`src/rtl/vga_src_switch.sv`:
```
// VGA stream selector: muxes N_SRC registered VGA streams onto one output, switching on
// edge-detected key codes either immediately or at the active source's next frame boundary.
module vga_src_switch #(
    parameter int unsigned     N_SRC       = 3,
    parameter int unsigned     HOME_SRC    = 0,
    parameter int unsigned     KEY_W       = 4,
    parameter logic [KEY_W-1:0] KEY_ESC    = 4'hF,
    parameter logic [KEY_W-1:0] KEY_IDLE   = 4'h0,
    parameter bit              SYNC_SWITCH = 1'b1
) (
    input  logic                       clk,
    input  logic                       rst,
    input  logic [KEY_W-1:0]           key_i,
    input  logic                       sel_enable_i,
    input  logic [N_SRC*11-1:0]        src_vcount_i,
    input  logic [N_SRC*11-1:0]        src_hcount_i,
    input  logic [N_SRC-1:0]           src_vsync_i,
    input  logic [N_SRC-1:0]           src_hsync_i,
    input  logic [N_SRC-1:0]           src_vblnk_i,
    input  logic [N_SRC-1:0]           src_hblnk_i,
    input  logic [N_SRC*12-1:0]        src_rgb_i,
    output logic [10:0]                out_vcount_o,
    output logic [10:0]                out_hcount_o,
    output logic                       out_vsync_o,
    output logic                       out_hsync_o,
    output logic                       out_vblnk_o,
    output logic                       out_hblnk_o,
    output logic [11:0]                out_rgb_o,
    output logic [N_SRC*KEY_W-1:0]     key_route_o,
    output logic [$clog2(N_SRC)-1:0]   active_src_o,
    output logic                       switch_pending_o,
    output logic                       switched_o
);

    localparam int unsigned SW = $clog2(N_SRC);

    typedef enum logic {StIdle, StPending} state_e;

    state_e             state_q, state_d;
    logic [SW-1:0]      cur_q, cur_d, pend_q, pend_d;
    logic [KEY_W-1:0]   key_q;
    logic [N_SRC-1:0]   vblnk_q;

    logic               key_evt, sel_req, ret_req, cancel_req, boundary;
    logic [SW-1:0]      target;

    logic [10:0]            vcount_d, hcount_d;
    logic                   vsync_d, hsync_d, vblnk_d, hblnk_d;
    logic [11:0]            rgb_d;
    logic [N_SRC*KEY_W-1:0] route_d;
    int                     sel;

    always_comb begin
        key_evt    = (key_i != key_q) && (key_i != KEY_IDLE);
        sel_req    = key_evt && (cur_q == SW'(HOME_SRC)) && sel_enable_i
                     && (key_i >= KEY_W'(1)) && (key_i <= KEY_W'(N_SRC - 1))
                     && (key_i != KEY_W'(HOME_SRC));
        ret_req    = key_evt && (key_i == KEY_ESC) && (cur_q != SW'(HOME_SRC));
        cancel_req = key_evt && (key_i == KEY_ESC) && (state_q == StPending)
                     && (cur_q == SW'(HOME_SRC));
        target     = ret_req ? SW'(HOME_SRC) : SW'(key_i);
        boundary   = src_vblnk_i[cur_q] && !vblnk_q[cur_q];
    end

    always_comb begin
        cur_d   = cur_q;
        pend_d  = pend_q;
        state_d = state_q;
        if (SYNC_SWITCH) begin
            // Commit uses the pend held before this cycle; a same-cycle request queues behind it.
            if (boundary && state_q == StPending) begin
                cur_d   = pend_q;
                state_d = StIdle;
            end
            if (sel_req || ret_req) begin
                pend_d  = target;
                state_d = StPending;
            end else if (cancel_req) begin
                state_d = StIdle;
            end
        end else if (sel_req || ret_req) begin
            cur_d = target;
        end
    end

    always_comb begin
        sel      = int'(cur_d);
        vcount_d = src_vcount_i[sel*11 +: 11];
        hcount_d = src_hcount_i[sel*11 +: 11];
        vsync_d  = src_vsync_i[sel];
        hsync_d  = src_hsync_i[sel];
        vblnk_d  = src_vblnk_i[sel];
        hblnk_d  = src_hblnk_i[sel];
        rgb_d    = src_rgb_i[sel*12 +: 12];
        route_d  = '0;
        for (int i = 0; i < int'(N_SRC); i++) begin
            route_d[i*KEY_W +: KEY_W] = (SW'(i) == cur_d) ? key_i : KEY_IDLE;
        end
    end

    always_ff @(posedge clk or posedge rst) begin
        if (rst) begin
            state_q      <= StIdle;
            cur_q        <= SW'(HOME_SRC);
            pend_q       <= SW'(HOME_SRC);
            key_q        <= KEY_IDLE;
            vblnk_q      <= '0;
            out_vcount_o <= '0;
            out_hcount_o <= '0;
            out_vsync_o  <= 1'b0;
            out_hsync_o  <= 1'b0;
            out_vblnk_o  <= 1'b0;
            out_hblnk_o  <= 1'b0;
            out_rgb_o    <= '0;
            key_route_o  <= {N_SRC{KEY_IDLE}};
            switched_o   <= 1'b0;
        end else begin
            state_q      <= state_d;
            cur_q        <= cur_d;
            pend_q       <= pend_d;
            key_q        <= key_i;
            vblnk_q      <= src_vblnk_i;
            out_vcount_o <= vcount_d;
            out_hcount_o <= hcount_d;
            out_vsync_o  <= vsync_d;
            out_hsync_o  <= hsync_d;
            out_vblnk_o  <= vblnk_d;
            out_hblnk_o  <= hblnk_d;
            out_rgb_o    <= rgb_d;
            key_route_o  <= route_d;
            switched_o   <= (cur_d != cur_q);
        end
    end

    assign active_src_o     = cur_q;
    assign switch_pending_o = (state_q == StPending);

endmodule

```
`config.mk`:
```
export PLATFORM = sky130hd
export DESIGN_NAME = vga_src_switch
export DESIGN_NICKNAME = d
export VERILOG_FILES = /design/src/rtl/vga_src_switch.sv
export SDC_FILE = /design/constraint.sdc
export NUM_CORES = 1
export LEC_CHECK = 0
export CAP_MARGIN = 20
export CORE_MARGIN = 1.5
export CORE_UTILIZATION = 40
export DETAILED_ROUTE_END_ITERATION = 10
export PLACE_DENSITY = 0.76
export SLEW_MARGIN = 20
export SYNTH_ARGS = -nofsm -noshare
export SYNTH_HDL_FRONTEND = slang
export SYNTH_SLANG_ARGS = --single-unit
```
`constraint.sdc`:
```
create_clock -name clk -period 2.9 [get_ports clk]
set_input_delay 0.29 -clock clk [delete_from_list [all_inputs] [get_ports clk]]
set_output_delay 0.29 -clock clk [all_outputs]
set_load 0.02 [all_outputs]
```
* Yosys cells after proc, flatten, opt, wreduce, memory -nomap -nowiden
Index checks and enable logic that the tools add are counted.
Storage, ports and cells: word-level logic and storage cells 67, output and inout bits 54, input port bits 121, register bits 63
Operators by class: multiplexer cells 20, equality and inequality tests 5, reduce and logical (&&, ||, !) cells 19, shifts and indexed selects 3, $mul 2, order comparisons 4
Operators with widths (number):
- 36-bit by 7-bit indexed part select with 12-bit output | 1
- 33-bit by 32-bit indexed part select with 11-bit output | 1
- 33-bit by 7-bit indexed part select with 11-bit output | 1
- 1-bit binary-select mux with 2-bit select | 6
- 1-bit logical AND | 12
- 4-bit two-way mux | 3
- 1-bit two-way mux | 9
- 2-bit by 3-bit < comparator with 1-bit output (second input constant) | 2
- 2-bit by 4-bit multiplier with 6-bit output (second input constant) | 1
- 4-bit == test (second input constant) | 1
- 4-bit by 1-bit greater-or-equal comparator with 1-bit output (second input constant) | 1
- 4-bit by 2-bit <= comparator with 1-bit output (second input constant) | 1
- 2-bit logical NOT | 2
- 2-bit by 2-bit multiplier with 4-bit output (second input constant) | 1
- 2-bit two-way mux | 2
- 4-bit != test | 1
- 4-bit nonzero test | 1
- 3-bit nonzero test | 1
- 1-bit by 2-bit == test with 1-bit output (first input constant) | 1
- 2-bit == test (first input constant) | 1
- 2-bit != test | 1
- 2-bit nonzero test | 1
- 1-bit logical NOT | 1
- 1-bit logical OR | 1

* Longest topological paths before layout
depth in word-level cells 9, gate-level depth with buffers 7, mapped depth without buffers 5

* Worst setup path after synthesis
Ideal clock, no wire load.
path kind reg2reg, from register cur_q[0] (netlist: active_src_o[0]), to register out_hcount_o[0], slack 1.187 ns, clock period less this slack 1.713 ns, cell stages (with the launch flop) 8, arrival time 1.584 ns, buffers on the path 3, required time 2.771 ns, library setup time 0.129 ns, cell sequence dfrtp_1 buf_4 nor2_4 a221o_1 buf_4 buf_6 a211oi_2 mux2i_1
On the way: word-level cells in the longest chain between the ends 8, elaborated cells between the ends (all ways) 10, classes of those cells mul (1); shift (1); mux (5); reduce/logical (3)
Ends and longest elaborated chain:
- from (decl) | line 40 | logic [SW-1:0] cur_q, cur_d, pend_q, pend_d;
- from (signal assigned) | line 104 | cur_q <= SW'(HOME_SRC);
- from (signal assigned) | line 119 | cur_q <= cur_d;
- 1-bit binary-select mux with 2-bit select | line 62 | boundary = src_vblnk_i[cur_q] && !vblnk_q[cur_q];
- 1-bit two-way mux (implied by the code) | line 62
- 1-bit logical NOT | line 62
- 1-bit logical AND | line 62
- 1-bit logical AND | line 71 | if (boundary && state_q == StPending) begin
- 2-bit two-way mux * | line 71
- 2-bit by 4-bit multiplier with 6-bit output * | line 89 | hcount_d = src_hcount_i[sel*11 +: 11];
- 33-bit by 7-bit indexed part select with 11-bit output * | line 89
- net hcount_d[0] | line 47 | logic [10:0] vcount_d, hcount_d;
- to (signal assigned) | line 124 | out_hcount_o <= hcount_d;
- to (decl) | line 23 | output logic [10:0] out_hcount_o,
Mark *: on every way through the listed nets, which the timed path passes. The rest lies on a longest branch. The select of a mux whose other input is x is not followed. A chain may end at the register's enable or synchronous reset.

* Worst setup path after layout
from register state_q (netlist: switch_pending_o), to output port switch_pending_o
RTL lines:
- from (decl) | line 39 | state_e state_q, state_d;
- from (signal assigned) | line 103 | state_q <= StIdle;
- from (signal assigned) | line 118 | state_q <= state_d;
- to (decl) | line 31 | output logic switch_pending_o,
No word-level cell between the ends.

==> impl_results.md <==
* Power share of the combinational group at 59.2%
* Initial antenna violation count at 0
* Synth Area in Simple Gates at 20.1%
* DRC viols at 0
* Final Hold Fails at 0
* Core box area at 0.0102 mm²
* Layout fillers at 882
* Max Root-Sink Buffers at 2
* # clock sinks at 63
* Syn_nets at 563
* Nets at 703
* Worst setup EP type: output pin
* Wire length per cell at 17.8 µm
* CTS clk-pin slew, worst paths at 0.08 ns
* Clock skew at 0.0155 ns
* Area share of fa/ha/maj cells after synthesis at 0%
* # port buffers at 174
* DR pass1 iterations at 5
* # IOs at 175
* Switching share of power at 43.7%
* Placed instance area at 0.00596 mm²
* Initial core utilization at 40.8%
* Hold Crit Class: in2reg
* # setup viols final at 0
* WHS Path Cells at 1
* Via count at 4207
* Max VDD drop at 0.456 mV
* Compound-Gate Fraction of Synth Area at 24.4%
* CTS Hold Bufs at 0
* First-pass GRT wire length at 20.8 mm
* Post-synthesis mux area share at 9.11%
* Share of layout cells above drive strength 1 at 8.86%
* Antenna cells at 0
* Slew @ Worst Pin at 0.833 ns
* Slew margin rel. at 44.5%
* Required time of the critical path at 2.61 ns
* Vias in the first global route at 4164
* Hold path start: src_vblnk_i[1]
* Detail Route Antenna Nets at 0
* Synth unique cells at 41
* CTS buffer count at 9
* Fin Setup TNS at 0 ns
* # H-tree levels at 3
* Switch Pwr at 0.00242 W
* FFs w/ async S/R, synth at 100%
* Syn Inst Count at 442
* Slew Viols, Final at 0
* Status: finished, final reports clean
* Row count at 37
* Worst Hold Slack at 0.472 ns
* CTS tree: done
* Clock Latency Late Sink at 0.34 ns
* Sequential share of power at 26.3%
* FF+latch count, synth at 63
* DIE WIDTH at 105 µm
* RSZ-0062 raised after global routing: no
* Post-Synth XOR/XNOR Area at 1.47%
* Tmin final at 2.36 ns
* Crit share post-route at 81.5%
* Post-CTS Setup Bufs at 0
* Design Area, Final at 0.00617 mm²
* Max-cap violations at 0
* YS warnings at 0
* Fmax at 0.423 GHz
* Worst setup path class: reg2out
* GRT Resource Usage Total at 23.6%
* WL final at 12.9 mm
* Number of flops mapped to enable cells by yosys at 0
* CTS resizes at 0
* Critical Path Start Type: flip-flop
* Internal Power at 0.00311 W
* PwrDens at 897 mW/mm²
* Die Ht at 105 µm
* Clock Root Buffer: clkbuf_8
* Final Non-Filler Cells at 723
* R2R Path End: out_hcount_o[4]
* Core Util, Final at 60.3%
* CP Max Fanout at 27
* Main combinational cell family by area after synthesis: compound AO/OA/AOI/OAI gates
* Global route overflow at 0
* Drt initial violations at 271
* Largest net degree at the start of global routing at 78
* Worst reg-to-reg setup slack at 0.75 ns
* Die footprint at 0.0111 mm²
* Hpwl dp at 8.71 mm
* Mapped Avg Cell Area at 9.44 µm²
* Hold EP: vblnk_q[1]
* Reg2Reg Depth at 5
* Routed vias/inst at 5.82
* Critical path arrival at 2.07 ns
* GP Congestion at 0.771
* Cell Area, Synth at 0.00417 mm²
* Main synth FF type: dfrtp_1
* Clock power frac at 14.4%
* Pleak at 2.62 nW
* R2R Path Start: switch_pending_o
* Area growth, synth to finish at 47.7%
* Sequential area share after synthesis at 37.8%
* Cells after DPL at 707
-- flip-flops by register name, indices dropped and copies added (netlist names), 2 cells and up --
name          cells
active_src_o      2
key_q             4
key_route_o      12
out_hcount_o     11
out_rgb_o        12
out_vcount_o     11
pend_q            2
vblnk_q           3
-- synthesized netlist by cell type (all sizes together) (2+ instances only) --
cell | count | area, µm²
nor2 | 3 | 18.8
and3 | 47 | 294
a21oi | 3 | 15.0
and4 | 2 | 18.8
dfrtp | 63 | 1580
nor3b | 4 | 35.0
buf | 23 | 143
nand3 | 77 | 385
xnor2 | 2 | 17.5
a21boi | 39 | 293
mux2i | 38 | 380
nand2 | 2 | 7.51
and2 | 2 | 12.5
a221oi | 38 | 333
inv | 4 | 15.0
a211oi | 38 | 295
xor2 | 5 | 43.8
clkbuf | 38 | 143
nand2b | 3 | 21.3
-- power by group through the flow --
stage,clock network (W),logic [W],registers [W]
after floorplan,0,0.00172,0.00178
final,0.000798,0.00327,0.00146
after detailed placement,0,0.00328,0.00147
after CTS,0.000823,0.00329,0.00146
after global placement,0,0.00320,0.00147
after global routing,0.000861,0.00351,0.00150
-- metal layers --
layer / GRT usage (%) / part of all wire, % / wire length [µm]
met1: 29.9 / 42 / 5460
met2: 39.6 / 49 / 6350
met3: 5.36 / 6.2 / 802
met4: 7.73 / 2.0 / 257
met5: 0 / 0 / 0
-- cell type report --
class,instances,area (µm²),area share [%]
multi-input combinational,314,2310,37.5
tap,136,170,2.76
clock inverter,7,77.6,1.26
sequential,63,1580,25.6
inverter,4,15.0,0.244
timing repair buffer,190,1890,30.6
clock buffer,9,124,2.01
-- per-stage QoR --
step / setup slack [ns] / power, W
floorplan: 1.04 / 0.00350
global placement: 0.569 / 0.00466
detailed placement: 0.495 / 0.00475
CTS: 0.515 / 0.00557
global route: 0.415 / 0.00587
finish: 0.537 / 0.00553
-- layout by cell type, fill, tap and decap left out, types with 2 or more instances in the layout --
master	instances
nand2b_2	2
nand3_1	77
buf_4	14
dfrtp_2	3
xnor2_1	2
nor2_1	2
a221oi_1	38
nor3b_1	3
a21boi_0	37
a21boi_1	2
xor2_1	5
inv_6	3
clkbuf_8	9
a21oi_1	3
nand2_1	2
clkdlybuf4s50_1	174
buf_12	2
inv_2	4
dfrtp_1	60
a211oi_1	36
mux2i_1	38
and3_1	47
a211oi_2	2
-- critical path: stages (launching register included) --
cell and delay, ns:
dfrtp_2 0.71, buf_4 0.34, clkdlybuf4s50_1 0.66
-- how the worst max path moves through the flow --
stage	from	to
6_report	switch_pending_o	switch_pending_o
4_1_cts	active_src_o[1]	active_src_o[1]
3_5_place_dp	src_vblnk_i[1]	out_hcount_o[5]
2_1_floorplan	rst	active_src_o[0]
5_1_grt	active_src_o[1]	active_src_o[1]
3_3_place_gp	src_vblnk_i[1]	out_hcount_o[7]
-- cells by family (layout without fill, tap and decap cells) --
family	after synthesis	count (layout)
xor gates and xnor gates	7	7
buffers and inverters	65	210
DFF	63	63
AOI/OAI and AO/OA	126	126
muxes	38	38
and+or+nand+nor	143	143
Note: power is estimated with default switching activity, not from simulation.
